[src/rtl/alu16_pkg.sv]
// Shared definitions for the 16-bit ALU: default width, opcode type and
// opcode encodings formed as {sel1, sel0}.
package alu16_pkg;

    localparam int WIDTH_DEF = 16;

    typedef logic [1:0] opcode_t;

    localparam opcode_t OP_ADD = 2'b00;
    localparam opcode_t OP_SUB = 2'b01;
    localparam opcode_t OP_AND = 2'b10;
    localparam opcode_t OP_OR  = 2'b11;

endpackage

[src/rtl/alu16_addsub.sv]
// Combinational adder/subtractor: subtraction runs as a + ~b + 1 and the
// carry output is reported as a borrow in that mode.
module alu16_addsub
    import alu16_pkg::*;
#(
    parameter int WIDTH = WIDTH_DEF
) (
    input  logic [WIDTH-1:0] a,
    input  logic [WIDTH-1:0] b,
    input  logic             sub,
    output logic [WIDTH-1:0] sum,
    output logic             carry,
    output logic             overflow
);

    logic [WIDTH-1:0] b_eff;
    logic [WIDTH:0]   full;

    assign b_eff = sub ? ~b : b;
    assign full  = {1'b0, a} + {1'b0, b_eff} + {{WIDTH{1'b0}}, sub};
    assign sum   = full[WIDTH-1:0];

    // Borrow is the inverted carry-out of the a + ~b + 1 form.
    assign carry = sub ? ~full[WIDTH] : full[WIDTH];

    // Same-sign operands (after b inversion) producing a differently-signed
    // result; the carry-in cannot cause overflow for mixed-sign operands.
    assign overflow = (a[WIDTH-1] == b_eff[WIDTH-1]) && (sum[WIDTH-1] != a[WIDTH-1]);

endmodule

[src/rtl/alu16bit.sv]
// Four-function ALU (add, sub, and, or) with a registered result and
// carry/zero/negative/overflow flags, one cycle of latency.
module alu16bit
    import alu16_pkg::*;
#(
    parameter int WIDTH = WIDTH_DEF
) (
    input  logic             clk,
    input  logic             rst_n,
    input  logic [WIDTH-1:0] a,
    input  logic [WIDTH-1:0] b,
    input  logic             sel0,
    input  logic             sel1,
    output logic [WIDTH-1:0] out,
    output logic             carry,
    output logic             zero,
    output logic             negative,
    output logic             overflow
);

    opcode_t          op;
    logic             sub_sel;
    logic [WIDTH-1:0] as_sum;
    logic             as_carry;
    logic             as_ovf;

    logic [WIDTH-1:0] res_p0;
    logic             carry_p0;
    logic             ovf_p0;
    logic             zero_p0;
    logic             neg_p0;

    assign op      = {sel1, sel0};
    assign sub_sel = (op == OP_SUB);

    alu16_addsub #(
        .WIDTH(WIDTH)
    ) u_addsub (
        .a       (a),
        .b       (b),
        .sub     (sub_sel),
        .sum     (as_sum),
        .carry   (as_carry),
        .overflow(as_ovf)
    );

    always_comb begin
        res_p0   = '0;
        carry_p0 = 1'b0;
        ovf_p0   = 1'b0;
        case (op)
            OP_ADD, OP_SUB: begin
                res_p0   = as_sum;
                carry_p0 = as_carry;
                ovf_p0   = as_ovf;
            end
            OP_AND:  res_p0 = a & b;
            default: res_p0 = a | b;
        endcase
    end

    assign zero_p0 = (res_p0 == '0);
    assign neg_p0  = res_p0[WIDTH-1];

    // Stage boundary: decoded result and flags into the output registers.
    always_ff @(posedge clk or negedge rst_n) begin
        if (!rst_n) begin
            out      <= '0;
            carry    <= 1'b0;
            zero     <= 1'b0;
            negative <= 1'b0;
            overflow <= 1'b0;
        end else begin
            out      <= res_p0;
            carry    <= carry_p0;
            zero     <= zero_p0;
            negative <= neg_p0;
            overflow <= ovf_p0;
        end
    end

endmodule

[config.mk]
export PLATFORM = sky130hd
export DESIGN_NAME = alu16bit
export DESIGN_NICKNAME = d
export VERILOG_FILES = /design/src/rtl/alu16_pkg.sv /design/src/rtl/alu16_addsub.sv /design/src/rtl/alu16bit.sv
export SDC_FILE = /design/constraint.sdc
export NUM_CORES = 1
export LEC_CHECK = 0
export ABC_AREA = 0
export BUFFER_PORTS_ARGS = -buffer_cell sky130_fd_sc_hd__clkbuf_2
export CAP_MARGIN = 20
export CORE_AREA = 2 2 62 64
export CTS_CLUSTER_DIAMETER = 120
export CTS_CLUSTER_SIZE = 14
export DETAILED_ROUTE_END_ITERATION = 6
export DIE_AREA = 0 0 64 66
export PLACE_DENSITY_LB_ADDON = 0.25
export SYNTH_ARGS = -nofsm -noshare
export SYNTH_HDL_FRONTEND = slang
export SYNTH_HIERARCHICAL = 1
export SYNTH_SLANG_ARGS = --single-unit
[constraint.sdc]
create_clock -name clk -period 1 [get_ports clk]
set_input_delay 0.05 -clock clk [delete_from_list [all_inputs] [get_ports clk]]
set_output_delay 0.05 -clock clk [all_outputs]
set_load 0.01 [all_outputs]
==> impl_metrics.ini, run 1 <==
[logic_synthesis]
ys_seq_area_share_pct = 25.0
yosysUniqueCellTypes = 40
yosysWarnings = 6
postSynthAreaPerCell_sq_um = 8.40
synth_edf_count = 0
synthXorXnorAreaFrac_pct = 13.8
synth_fa_ha_area_share_pct = 11.6
synth-main-ff-cell = dfrtp_1
synth_top_family_by_area = compound AO/OA/AOI/OAI gates
ys_ff_latch = 19
synth_cells = 226
synthMuxAreaShare_pct = 2.04
netlist_area_sq_um = 1900
synth-simple-area-share_pct = 11.1
syn-num-nets = 279
async_reset_ff_share_pct = 100
synth-compound-area-share_pct = 27.7

[placement]
io_buffers = 55
place_hpwl_mm = 4.39
gp_congestion = 0.930
dp_cells = 401

[clock_network]
cts-buffers-inserted = 3
root_buffer = clkbuf_4
cts-htree-levels = 1
cts_buffer_depth = 2
cts.sinks = 19

[floorplanning]
std_cell_rows = 22
die_h_microns = 66
num_io_pins = 56
die_w_microns = 64
initial_core_util_pct = 53.5

[grt]
grt_max_degree = 35
grt_overflow_total = 220
track_usage_pct = 90.1

[timing]
worstEndpointGrtRepair = zero$_DFF_PN0_/D
worst_path_end_type = register data pin

[outcome]
status = did not finish
firstError = [ERROR GRT-0232] Routing congestion too high. Check the congestion heatmap in the GUI.
stop_stage = global routing (5_1_grt)
==> synth_stat cells (2+ instances only) <==
master     instances  share of area, %
a21oi_1           25               6.6
inv_1             24               4.7
xor2_1            21               9.7
dfrtp_1           19                25
ha_1              16                11
o22ai_1           16               5.3
o21ai_0           14               3.7
nand2_1           10               2.0
o21ai_1            9               2.4
xnor2_1            9               4.2
nor2_1             8               1.6
nor2b_1            7               2.3
buf_4              5               2.0
nor4_1             4               1.3
a21oi_2            3               1.4
a31oi_1            3              0.99
buf_6              3               1.8
nor3_1             3              0.79
o21a_1             3               1.2
a21o_1             2              0.79
o2111ai_1          2              0.92
o21bai_1           2              0.79
==> per-stage QoR <==
stage	hold slack [ps]	setup WS, ps	setup TNS [ps]	instance area (sq um)
4_1_cts	151	-1460	-17230	3150
3_5_place_dp	-2.18	-1940	-23610	2780
3_3_place_gp	2.75	-1860	-22460	2780
2_1_floorplan	-246	-1650	-18970	1940
==> timing repair <==
action,in CTS
endpoints found under the setup margin,18
gates resized for setup,44
hold buffers,1
buffers inserted,20
hold endpoints to repair,19
pin swaps,25
==> cell families after synthesis <==
family / after synthesis
simple gates: 39
fa+ha+maj: 17
compound gates: 85
flops: 19
mux: 3
buf+inv: 33
xor+xnor: 30
==> routing by layer <==
metal,global-route usage [%],overflow
met5,25.0,0
met1,84.3,3
met3,63.0,1
met2,118,159
met4,103,57
==> run 2, diff against run 1 <==
--- a/config.mk
+++ b/config.mk
@@ -8,12 +8,10 @@
 export ABC_AREA = 0
 export BUFFER_PORTS_ARGS = -buffer_cell sky130_fd_sc_hd__clkbuf_2
 export CAP_MARGIN = 20
-export CORE_AREA = 2 2 62 64
-export CTS_CLUSTER_DIAMETER = 120
-export CTS_CLUSTER_SIZE = 14
+export CORE_AREA = 2 2 72 74
 export DETAILED_ROUTE_END_ITERATION = 6
-export DIE_AREA = 0 0 64 66
-export PLACE_DENSITY_LB_ADDON = 0.25
+export DIE_AREA = 0 0 74 76
+export PLACE_DENSITY_LB_ADDON = 0.15
 export SYNTH_ARGS = -nofsm -noshare
 export SYNTH_HDL_FRONTEND = slang
 export SYNTH_HIERARCHICAL = 1
==> impl_metrics.ini, run 2 <==
[outcome]
status = finished, violations left
violations = setup timing

[grt]
use_met1_pct = 27.5
grt_max_degree = 35
track_usage_pct = 20.9
top_usage_layer = met2
grt_overflow_total = 0
grt_use_met2_pct = 36.8
grt_pass1_wl_mm = 9.42
antenna_found_initial = 0
use_met3_pct = 0.794
grt_pass1_vias = 2104

[power_and_ir_drop]
finalPower_mw = 3.89
p_sw_mw = 1.42
p_int_mw = 2.46
p_leak_nw = 1.69
clockPowerShare_pct = 12.7
pwr-share-seq_pct = 23.9
cellPowerDensity_nw_per_um2 = 1180
peakVddDrop_v = 0.000712
p_comb_share_pct = 63.4
swShare_pct = 36.6

[routing]
antenna_left = 0
wl_per_cell_microns = 12.7
drc = 0
vias = 2156
viasPerCell = 4.76
first_pass_iters = 4
drt_wl_total_mm = 5.76
dr.first_iter.drc_count = 76

[placement]
place_ws_ps = -1830
gp_congestion = 0.850
io_buffers = 55
place_hpwl_mm = 4.43

[setup_path]
cp.arrival_ps = 2690
cp.depth = 15
crit_family = simple AND/OR/NAND/NOR gates
cp_max_fo = 5
slowest_delay_ps = 410
startpoint = sel0
crit_top_cell = buf_6
critical_path_buf_inv_count = 4
start_kind = primary input
crit_required_ps = 1190
cp-end-kind = flop
crit_end = zero$_DFF_PN0_
slowest_stage = or4_1
criticalPathCategory = in2reg
crit_chain = buf_6 -> nor2b_4 -> buf_6 -> buf_6 -> xor2_2 -> ha_1 -> a21oi_2 -> o21ai_2 -> or4_1 -> o22ai_2 -> xnor2_1 -> inv_1 -> o22ai_2 -> nor4_2 -> and4_1

[timing]
worstMarginPinSlew_ps = 422
fin_ws_ps = -1500
setup_viol = 18
relSlewSlack_pct = 71.9
hold_violations = 0
final.setup.tns_ps = -18480
rsz0062_at_grt = yes
fin_crit_ps = 2500
post-route-period-util_pct = 250
final-max-slew-violation-count = 0
max_freq_mhz = 400

[finish]
mostFrequentLayoutCells = 97 x buf_4, 53 x clkbuf_2, 22 x inv_1, 21 x a21oi_1
utilization_pct = 67.0
fin_nets = 437
multi_input_area_sq_um = 1460
largest_register_ffs = 15
largest-register = out
final_common_cell = buf_4
regArea_sq_um = 475
antenna_cells = 0
areaGrowthSynthToFinish_pct = 73.3
drive_above_1_share_pct = 53.3
fillers = 409

[logic_synthesis]
netlist_area_sq_um = 1900
synth_common_cells = 25 x a21oi_1, 24 x inv_1, 21 x xor2_1
yosys.area.top_type_share_pct = 25.0
syn-num-nets = 279
async_reset_ff_share_pct = 100
ys_ff_latch = 19
synth_edf_count = 0
ys_seq_area_share_pct = 25.0
yosysWarnings = 6
yosysUniqueCellTypes = 40
postSynthAreaPerCell_sq_um = 8.40
synth_cells = 226
synth.largest_area_cell = dfrtp_1
synth.most_common_cell = a21oi_1
synth-main-ff-cell = dfrtp_1
synth.area.top_cells = dfrtp_1 25%, ha_1 11%, xor2_1 9.7%, a21oi_1 6.6%, o22ai_1 5.3%

[clock_network]
cts-buffers-inserted = 3
cts_buffer_depth = 2
cts-htree-levels = 1
root_buffer = clkbuf_8
clkSlewWorstSetupHoldPaths_ps = 60
cts_tree = done
cts.sinks = 19

[floorplanning]
die_h_microns = 76
die_area_sq_um = 5620
die_w_microns = 74
initial_core_util_pct = 38.7
fp.coreArea_sq_um = 4910
std_cell_rows = 26
num_io_pins = 56

[min_path]
whs_path_depth = 3
hold_path_class = in2reg

[run]
cap_violations = 0
## run 2: cell counts after synthesis
No cell type changed its count.
## run 2: cell families after synthesis
group | share of synthesized area, %
adder cells (fa/ha/maj) | 11.6
AND/OR/NAND/NOR | 11.1
flip-flops | 25.0
AO/OA/AOI/OAI | 27.7
buffers and inverters | 8.76
multiplexers | 2.04
XOR/XNOR | 13.8
## run 2: power groups by stage
stage,registers [mW],clock network [mW],logic [mW]
after detailed placement,0.942,0,2.03
after CTS,0.928,0.507,2.32
after global placement,0.941,0,2.02
final,0.928,0.495,2.46
after global routing,0.944,0.537,2.69
after floorplan,1.02,0,1.05
## run 2: through the flow
step | instance area, sq um | hold slack (ps) | std cells
detailed placement | 2810 | 2.62 | 423
floorplan | 1940 | -246 | 226
finish | 3290 | 190 | 453
CTS | 3160 | 175 | 445
global route | 3290 | 200 | 453
global placement | 2810 | 4.13 | 423
## run 2: how the worst min path moves through the flow
| stage | slack (ps) | to | startpoint |
|---|---|---|---|
| 3_5_place_dp | 3 | carry$_DFF_PN0_ | rst_n |
| 6_report | 190 | out[12]$_DFF_PN0_ | a[12] |
| 5_1_grt | 200 | out[12]$_DFF_PN0_ | a[12] |
| 3_3_place_gp | 4 | carry$_DFF_PN0_ | rst_n |
| 2_1_floorplan | -250 | carry$_DFF_PN0_ | rst_n |
| 4_1_cts | 180 | out[10]$_DFF_PN0_ | a[10] |
## run 2: what timing repair did
item                                    4_1_cts  5_1_grt
hold buffers                                  1        0
endpoints found under the setup margin       18       18
pin swaps                                    24       18
buffers inserted                             20       10
gates resized for setup                      32       16
endpoints found under the hold margin        19        0
## run 2: layer usage
metal | vias up | routed length (microns)
met5 | - | 0
met2 | 38 | 2820
met3 | 8 | 117
li1 | 1120 | -
met4 | 0 | 112
met1 | 990 | 2710
## run 2: tightest hold or removal path: cells and delay by family
family          cells  cell delay (ps)
buf+inv             1              100
compound gates      2              230
## run 2: final cells by class
| cell class | instances | share of cell area (%) |
|---|---|---|
| Timing Repair Buffer | 162 | 34.5 |
| Clock buffer | 4 | 1.37 |
| Multi-Input combinational cell | 174 | 44.3 |
| Tap cell | 70 | 2.66 |
| Inverter | 24 | 2.74 |
| Sequential cell | 19 | 14.4 |
Note: power is estimated with default switching activity, not from simulation.
